$ cat config.mk
export PLATFORM = sky130hd
export DESIGN_NAME = motion_stream_sequencer_flat
export DESIGN_NICKNAME = d
export VERILOG_FILES = /design/src/rtl/motion_stream_sequencer_if.sv /design/src/rtl/motion_stream_sequencer.sv /design/src/flat_wrapper.sv
export SDC_FILE = /design/constraint.sdc
export NUM_CORES = 1
export LEC_CHECK = 0
export BUFFER_PORTS_ARGS = -buffer_cell sky130_fd_sc_hd__buf_2
export CORE_MARGIN = 3
export CORE_UTILIZATION = 55
export CTS_BUF_LIST = sky130_fd_sc_hd__clkbuf_8
export DETAILED_ROUTE_END_ITERATION = 10
export GPL_ROUTABILITY_DRIVEN = 0
export PLACE_DENSITY = 0.92
export SLEW_MARGIN = 20
export SYNTH_ARGS = -nofsm -noshare
export SYNTH_HDL_FRONTEND = slang
export SYNTH_SLANG_ARGS = --single-unit
$ cat constraint.sdc
create_clock -name clock -period 3.1 [get_ports clock]
set_input_delay 0.93 -clock clock [delete_from_list [all_inputs] [get_ports clock]]
set_output_delay 0.93 -clock clock [all_outputs]
set_load 0.01 [all_outputs]
$ cat src/rtl/motion_stream_sequencer_if.sv
// Stream-side bundle of motion_stream_sequencer: source FIFO heads, pipeline
// input writes and pipeline output monitoring.
interface motion_stream_sequencer_if;
  logic [23:0] bg_dout;
  logic        bg_empty;
  logic        bg_rd_en;
  logic [23:0] fr_dout;
  logic        fr_empty;
  logic        fr_rd_en;
  logic        A_full;
  logic        B_full;
  logic        C_full;
  logic        background_wr_en;
  logic [23:0] background_din;
  logic        frame_wr_en;
  logic [23:0] frame_din;
  logic        out_empty;
  logic        out_rd_en;

  modport master (
    input  bg_dout, bg_empty, fr_dout, fr_empty,
    input  A_full, B_full, C_full, out_empty, out_rd_en,
    output bg_rd_en, fr_rd_en, background_wr_en, background_din,
    output frame_wr_en, frame_din
  );

  modport slave (
    output bg_dout, bg_empty, fr_dout, fr_empty,
    output A_full, B_full, C_full, out_empty, out_rd_en,
    input  bg_rd_en, fr_rd_en, background_wr_en, background_din,
    input  frame_wr_en, frame_din
  );
endinterface

$ cat src/rtl/motion_stream_sequencer.sv
// Streams one background/frame image pair into motion_detect_top, alternating
// bursts of BURST pixels, and pulses done once every output pixel is popped.
module motion_stream_sequencer #(
  parameter int WIDTH  = 720,
  parameter int HEIGHT = 540,
  parameter int BURST  = 16
) (
  input  logic                       clock,
  input  logic                       reset,
  input  logic                       start,
  output logic                       busy,
  output logic                       done,
  motion_stream_sequencer_if.master  bus
);

  localparam int TOTAL = WIDTH * HEIGHT;
  localparam int CW    = $clog2(TOTAL + 1);
  localparam int BW    = (BURST > 1) ? $clog2(BURST) : 1;

  localparam logic [CW-1:0] TOTAL_C    = CW'(TOTAL);
  localparam logic [CW-1:0] LAST_C     = CW'(TOTAL - 1);
  localparam logic [BW-1:0] BURST_LAST = BW'(BURST - 1);

  typedef enum logic [2:0] {
    IDLE  = 3'd0,
    BG    = 3'd1,
    FR    = 3'd2,
    DRAIN = 3'd3,
    DONE  = 3'd4
  } state_t;

  state_t          state, state_nxt;
  logic [CW-1:0]   bg_cnt, fr_cnt, out_cnt;
  logic [CW-1:0]   fr_cnt_inc;
  logic [BW-1:0]   burst_cnt;
  logic            bg_xfer, fr_xfer, burst_end, clear, pop;

  // Transfers are combinational: the source pop and pipeline write happen in
  // the same cycle, gated only by state and the two-sided flow control.
  assign bg_xfer = (state == BG) && !bus.bg_empty && !bus.A_full;
  assign fr_xfer = (state == FR) && !bus.fr_empty && !bus.B_full && !bus.C_full;

  assign bus.bg_rd_en         = bg_xfer;
  assign bus.background_wr_en = bg_xfer;
  assign bus.background_din   = bus.bg_dout;
  assign bus.fr_rd_en         = fr_xfer;
  assign bus.frame_wr_en      = fr_xfer;
  assign bus.frame_din        = bus.fr_dout;

  assign fr_cnt_inc = fr_cnt + CW'(1);

  // A burst also closes early on the last pixel of an image.
  assign burst_end = (bg_xfer && (burst_cnt == BURST_LAST || bg_cnt == LAST_C)) ||
                     (fr_xfer && (burst_cnt == BURST_LAST || fr_cnt == LAST_C));

  assign busy = (state == BG) || (state == FR) || (state == DRAIN);
  assign done = (state == DONE);
  assign pop  = busy && bus.out_rd_en && !bus.out_empty;

  // NOTE: every signal driven here gets a default first, so no path can
  // leave it unassigned and infer a latch.
  always_comb begin
    state_nxt = state;
    clear     = 1'b0;
    case (state)
      IDLE: begin
        if (start) begin
          state_nxt = BG;
          clear     = 1'b1;
        end
      end
      BG: begin
        if (burst_end) state_nxt = (fr_cnt < TOTAL_C) ? FR : DRAIN;
      end
      FR: begin
        if (burst_end) begin
          if (bg_cnt < TOTAL_C)          state_nxt = BG;
          else if (fr_cnt_inc < TOTAL_C) state_nxt = FR;
          else                           state_nxt = DRAIN;
        end
      end
      DRAIN: begin
        if (out_cnt == TOTAL_C) state_nxt = DONE;
      end
      DONE:    state_nxt = IDLE;
      default: state_nxt = IDLE;
    endcase
  end

  // NOTE: sequential state uses non-blocking assignments so every register
  // samples pre-edge values regardless of statement order.
  always_ff @(posedge clock or negedge reset) begin
    if (!reset) state <= IDLE;
    else        state <= state_nxt;
  end

  always_ff @(posedge clock or negedge reset) begin
    if (!reset) begin
      bg_cnt    <= '0;
      fr_cnt    <= '0;
      out_cnt   <= '0;
      burst_cnt <= '0;
    end else if (clear) begin
      bg_cnt    <= '0;
      fr_cnt    <= '0;
      out_cnt   <= '0;
      burst_cnt <= '0;
    end else begin
      if (bg_xfer) bg_cnt <= bg_cnt + CW'(1);
      if (fr_xfer) fr_cnt <= fr_cnt_inc;
      if (burst_end)                burst_cnt <= '0;
      else if (bg_xfer || fr_xfer)  burst_cnt <= burst_cnt + BW'(1);
      if (pop && out_cnt != TOTAL_C) out_cnt <= out_cnt + CW'(1);
    end
  end

  a_exclusive_xfer : assert property (
    @(posedge clock) disable iff (!reset) !(bus.bg_rd_en && bus.fr_rd_en));

endmodule

$ cat src/flat_wrapper.sv
// flat-port wrapper written by rule: the top's interface ports become plain ports
module motion_stream_sequencer_flat 
#(
  parameter int WIDTH  = 720,
  parameter int HEIGHT = 540,
  parameter int BURST  = 16
)
  (clock, reset, start, busy, done, bus_bg_dout, bus_bg_empty, bus_fr_dout, bus_fr_empty, bus_A_full, bus_B_full, bus_C_full, bus_out_empty, bus_out_rd_en, bus_bg_rd_en, bus_fr_rd_en, bus_background_wr_en, bus_background_din, bus_frame_wr_en, bus_frame_din);
  motion_stream_sequencer_if bus_i ();
  input  logic clock;
  input  logic reset;
  input  logic start;
  output logic busy;
  output logic done;
  input wire logic [$bits(bus_i.bg_dout)-1:0] bus_bg_dout;
  input wire logic [$bits(bus_i.bg_empty)-1:0] bus_bg_empty;
  input wire logic [$bits(bus_i.fr_dout)-1:0] bus_fr_dout;
  input wire logic [$bits(bus_i.fr_empty)-1:0] bus_fr_empty;
  input wire logic [$bits(bus_i.A_full)-1:0] bus_A_full;
  input wire logic [$bits(bus_i.B_full)-1:0] bus_B_full;
  input wire logic [$bits(bus_i.C_full)-1:0] bus_C_full;
  input wire logic [$bits(bus_i.out_empty)-1:0] bus_out_empty;
  input wire logic [$bits(bus_i.out_rd_en)-1:0] bus_out_rd_en;
  output wire logic [$bits(bus_i.bg_rd_en)-1:0] bus_bg_rd_en;
  output wire logic [$bits(bus_i.fr_rd_en)-1:0] bus_fr_rd_en;
  output wire logic [$bits(bus_i.background_wr_en)-1:0] bus_background_wr_en;
  output wire logic [$bits(bus_i.background_din)-1:0] bus_background_din;
  output wire logic [$bits(bus_i.frame_wr_en)-1:0] bus_frame_wr_en;
  output wire logic [$bits(bus_i.frame_din)-1:0] bus_frame_din;
  assign bus_i.bg_dout = bus_bg_dout;
  assign bus_i.bg_empty = bus_bg_empty;
  assign bus_i.fr_dout = bus_fr_dout;
  assign bus_i.fr_empty = bus_fr_empty;
  assign bus_i.A_full = bus_A_full;
  assign bus_i.B_full = bus_B_full;
  assign bus_i.C_full = bus_C_full;
  assign bus_i.out_empty = bus_out_empty;
  assign bus_i.out_rd_en = bus_out_rd_en;
  assign bus_bg_rd_en = bus_i.bg_rd_en;
  assign bus_fr_rd_en = bus_i.fr_rd_en;
  assign bus_background_wr_en = bus_i.background_wr_en;
  assign bus_background_din = bus_i.background_din;
  assign bus_frame_wr_en = bus_i.frame_wr_en;
  assign bus_frame_din = bus_i.frame_din;
  motion_stream_sequencer #(.WIDTH(WIDTH), .HEIGHT(HEIGHT), .BURST(BURST)) u_core (.clock(clock), .reset(reset), .start(start), .busy(busy), .done(done), .bus(bus_i));
endmodule
Yosys cells after proc, flatten, opt, wreduce, memory -nomap -nowiden --
Index checks and enable logic that the tools add are counted.
Operators by class: add/subtract/negate cells 4, $lt $le $gt $ge 3, equality and inequality tests 13, mux-type cells 19, reductions and logical operators 28
Operator list (number):
- $mux 19 | 6
- $add 19x1->19 const B | 3
- $eq 19x19->1 const B | 3
- $lt 19x19->1 const B | 3
- $ne 19x19->1 const B | 1
- $mux 3 | 5
- $mux 4 | 3
- $pmux 3 s4 | 1
- $logic_and 1x1->1 | 10
- $eq 3x2->1 const B | 2
- $logic_not 1->1 | 6
- $logic_or 1x1->1 | 6
- $reduce_bool 2->1 | 3
- $add 4x1->4 const B | 1
- $eq 4x4->1 const B | 1
- $mux 1 | 4
- $ne 2x1->1 const B | 2
- $ne 2x2->1 const B | 2
- $reduce_and 4->1 | 1
- $eq 3x1->1 const B | 1
- $eq 3x3->1 const B | 1
- $logic_not 3->1 | 1
- $reduce_bool 3->1 | 1
Word-level totals: register bits 64, bits of input ports 58, output and inout bits 54, word-level logic and storage cells 72

Longest topological paths before layout --
depth after elaboration 8, depth in mapped cells 8, depth with buffers taken out 8

Least setup slack after synthesis --
Ideal clock, no wire load.
kind in2out, from input port bus_bg_empty, to output port bus_bg_rd_en, arrival 2.119 ns, required time 2.170 ns, setup slack 0.051 ns, stages 3, path buffers 1, path through or4b_4 -> nor2_1 -> buf_4
On the way: longest elaborated chain between the ends 3
RTL lines:
- from (decl) | RTL line flat_wrapper.sv:16 | input wire logic [$bits(bus_i.bg_empty)-1:0] bus_bg_empty;
- $logic_not 1->1 | RTL line motion_stream_sequencer.sv:40 | assign bg_xfer = (state == BG) && !bus.bg_empty && !bus.A_full;
- $logic_and 1x1->1 (2 in a row) | RTL line motion_stream_sequencer.sv:40
- to (decl) | RTL line flat_wrapper.sv:24 | output wire logic [$bits(bus_i.bg_rd_en)-1:0] bus_bg_rd_en;
No other way between the ends.

Worst setup path after layout --
from input port bus_bg_empty, to output port bus_background_wr_en
On the way: longest elaborated chain between the ends 3
RTL lines:
- $logic_not 1->1 | RTL line motion_stream_sequencer.sv:40
- $logic_and 1x1->1 (2 in a row) | RTL line motion_stream_sequencer.sv:40
- to (decl) | RTL line flat_wrapper.sv:26 | output wire logic [$bits(bus_i.background_wr_en)-1:0] bus_background_wr_en;
No other way between the ends.

==> results.md <==
- Post-route ant nets: 0
- Detailed Place HPWL: 5980 um
- Setup CP Type: primary input to primary output
- Critical path buffers and inverters: 3
- Tightest hold margin: 0.5302 ns
- Least-Margin Pin Slew: 0.6339 ns
- Predominant post-synthesis flop cell: dfrtp_1
- Clock sink count: 64
- Slowest-stage cell, CP: or4b_4
- DIE HEIGHT: 92.82 um
- Outcome: finished clean
- HP Class: flip-flop to flip-flop
- Net count, final: 500
- Critical Path AT: 1.99 ns
- Ranking of synthesized cells by area: dfrtp_1 39%, buf_4 9.2%, nor2_1 5.2%, xnor2_1 4.0%, xor2_1 3.6%
- First-pass GRT wire length: 14840 um
- Site Rows: 31
- Clk Tree Root Cell: clkbuf_8
- Max-cap violations: 0
- Worst skew pair latency: 0.34 ns
- Yosys warns: 0
- FF+latch count, synth: 64
- Fin. Hold Viols: 0
- Chip Width: 92.82 um
- Cts repair resizes: 0
- Minimum clock period: 2.922 ns
- Placeable Area: 7292 sq um
- Clk pin slew, worst setup/hold paths: 0.07 ns
- Final instance area: between 4000 and 5000 sq um
- Setup crit end kind: primary output
- Bufs on Longest Clock Path: 2
- CTS tree: built
- Synth top area share: 38.64%
- WP data required: 2.17 ns
- Final setup TNS: 0 ns
- Area leader, netlist: dfrtp_1
- Mean Syn Cell Area: roughly 9 sq um
- Final worst-path cycle share: 94.25%
- Yosys cell types: 59
- Post-synthesis sequential area ratio: 38.64%
- Total CTS buffers: 9
- Final setup fails: 0
- GRT overflow: 0
- Ports: 112
- Area post-placement: slightly below 4000 sq um
- Reg2reg path depth: 7
- Area Growth Syn to Fin: -0.2112%
- Mapped cell area: 4145 sq um
- Die area: ~8600 sq um
- Port bufs: 15
- Worst Skew: 0.006857 ns
- GRT Total Usage: about a fifth
- VDD IR max: 0.2737 mV
- CP peak stage delay: 0.52 ns
- Slew Limit Fails: 0
- Total vias in the final route: 3268
- CP Launch Type: primary input
- Pleak: roughly 0.0018 uW
- Setup Buffers After CTS: 0
- DRC violations left: 0
- Post-Synthesis Cells: 470
- Vias in the first global route: approximately 3.3k
- Hold buffers post-CTS: 0
- Most frequent CP cell: buf_2
- Pwr/cell area: 493.7 nW/um^2
- Top cells by instance count after synthesis: 64 x dfrtp_1, 57 x nor2_1, 51 x buf_4
- Crit path cell chain: buf_2, or4b_4, nor2_1, buf_4, buf_2
- WL final: 8550 um
- F_max: 0.3423 GHz
- Antenna cells: 0
- Wire per inst: 15.80 um
- CP Max Fanout: 8
- Share of synthesized flip-flops with an asynchronous set or reset: 100.0%
- H-tree depth: 3
- DR vias/cell: 6.041
- Delay-heaviest family, CP: simple AND/OR/NAND/NOR gates
- Post-synth EDFFs: 0
- Starting DRT DRC Count: around 220
- WP depth: 5
- Initial Util: between 50 and 60%
- Initial antenna violation count: 0
- Hold depth: 1
- Pre-antenna DRT Iters: 5
- Post-synth net total: 533
- Slew HR: between 50% and 60%
- RSZ-0062 raised after global routing: no
- Most common cell in the netlist: dfrtp_1
- Maximum number of pins on one net before global-route repair: 39
- Share of cells above drive strength 1: 12.67%
cell families (layout without fill, tap and decap cells):
family                   count (synthesis)  after routing  synth area share, %
adder cells (fa/ha/maj)                  5              5                1.509
XOR/XNOR                                36             36                7.606
multiplexers                             3              3               0.7546
flip-flops                              64             64                38.64
buffers and inverters                   82             54                12.31
AO/OA/AOI/OAI                           88             88                13.79
AND/OR/NAND/NOR                        192            192                25.38
per-layer routing:
layer	vias to the layer above	routed length [um]	share of wire, %	track usage (%)
li1	1556	-	-	-
met1	1578	3532	41	25.12
met2	101	4344	51	35.09
met3	33	486	5.7	6.580
met4	0	187	2.2	9.768
met5	-	0	0	0
final timing paths:
check | from | end | slack (ns)
setup / recovery | bus_bg_empty | bus_background_wr_en | 0.18
hold / removal | u_core.burst_cnt[2] | u_core.burst_cnt[2] | 0.53
setup reg to reg | u_core.fr_cnt[0] | u_core.state[0] | 0.41
hold reg to reg | u_core.burst_cnt[2] | u_core.burst_cnt[2] | 0.53
max in group asynchronous | reset | u_core.bg_cnt[6] | 1.87
min in group asynchronous | reset | u_core.fr_cnt[11] | 0.60
cell usage in the layout, fill, tap and decap left out, types with 2 or more instances in the layout:
| cell | synthesis | final |
|---|---|---|
| o211ai_1 | 4 | 4 |
| and2_1 | 2 | 2 |
| clkbuf_8 | 0 | 10 |
| and3_1 | 7 | 7 |
| nor2b_1 | 2 | 2 |
| or4_1 | 2 | 2 |
| o31ai_1 | 4 | 4 |
| nand2_1 | 33 | 33 |
| or3_1 | 9 | 9 |
| a311oi_1 | 2 | 2 |
| nor4_1 | 5 | 5 |
| buf_2 | 3 | 15 |
| a22o_1 | 2 | 2 |
| o41ai_1 | 3 | 3 |
| nor3_1 | 12 | 11 |
| nand4_1 | 14 | 14 |
| mux2i_1 | 2 | 2 |
| nand2b_1 | 4 | 4 |
| o21ai_0 | 29 | 29 |
| a21o_1 | 2 | 2 |
| xnor2_1 | 19 | 19 |
| clkinv_2 | 0 | 4 |
| inv_1 | 14 | 16 |
| nand3_1 | 22 | 22 |
| o2111ai_2 | 2 | 2 |
| a31oi_1 | 4 | 4 |
| nor2_1 | 57 | 57 |
| buf_4 | 51 | 8 |
| nand4b_1 | 3 | 3 |
| a21oi_1 | 21 | 21 |
| xor2_1 | 17 | 17 |
| and4_1 | 6 | 6 |
| ha_1 | 5 | 5 |
| nor4_2 | 2 | 2 |
| o21ai_1 | 6 | 6 |
| dfrtp_1 | 64 | 64 |
metrics by stage:
| step | setup slack (ns) | power (uW) | utilization, % | cells |
|---|---|---|---|---|
| 2_1_floorplan | 0.05145 | 1350 | - | 470 |
| 3_3_place_gp | 0.1864 | 1403 | 54.46 | 525 |
| 3_5_place_dp | 0.1119 | 1438 | 54.46 | 525 |
| 4_1_cts | 0.1704 | 2056 | 56.73 | 541 |
| 5_1_grt | 0.1135 | 2161 | 56.73 | 541 |
| 6_report | 0.1783 | 2042 | 56.73 | 541 |
layout make-up:
cell class,instances,area [sq um]
Clock buffer,10,137.6
Clock inverter,6,27.53
Fill cell,662,3156
Inverter,14,52.55
Multi-Input combinational cell,324,2038
Sequential cell,64,1602
Tap cell,99,123.9
Timing Repair Buffer,24,155.1
worst reg2reg max path, cell delays in order, from the launching register on:
cell       delay (ns)
dfrtp_1          0.44
ha_1             0.32
and3_1           0.33
nand4_4          0.19
or4_4            0.57
a2111oi_4        0.37
a32oi_1          0.20
o211ai_2         0.20
where the power goes:
part	internal, uW	switching [uW]	total, uW
registers	893	101	994
logic	170	258	428
clock network	300	319	619
total	1360	678	2040
state kept, by name, summed over array words and instances, names as in the netlist:
| name | flops |
|---|---|
| u_core.burst_cnt | 4 |
| u_core.out_cnt | 19 |
| u_core.bg_cnt | 19 |
| u_core.state | 3 |
| u_core.fr_cnt | 19 |
Power figures use the tool's default switching activity.
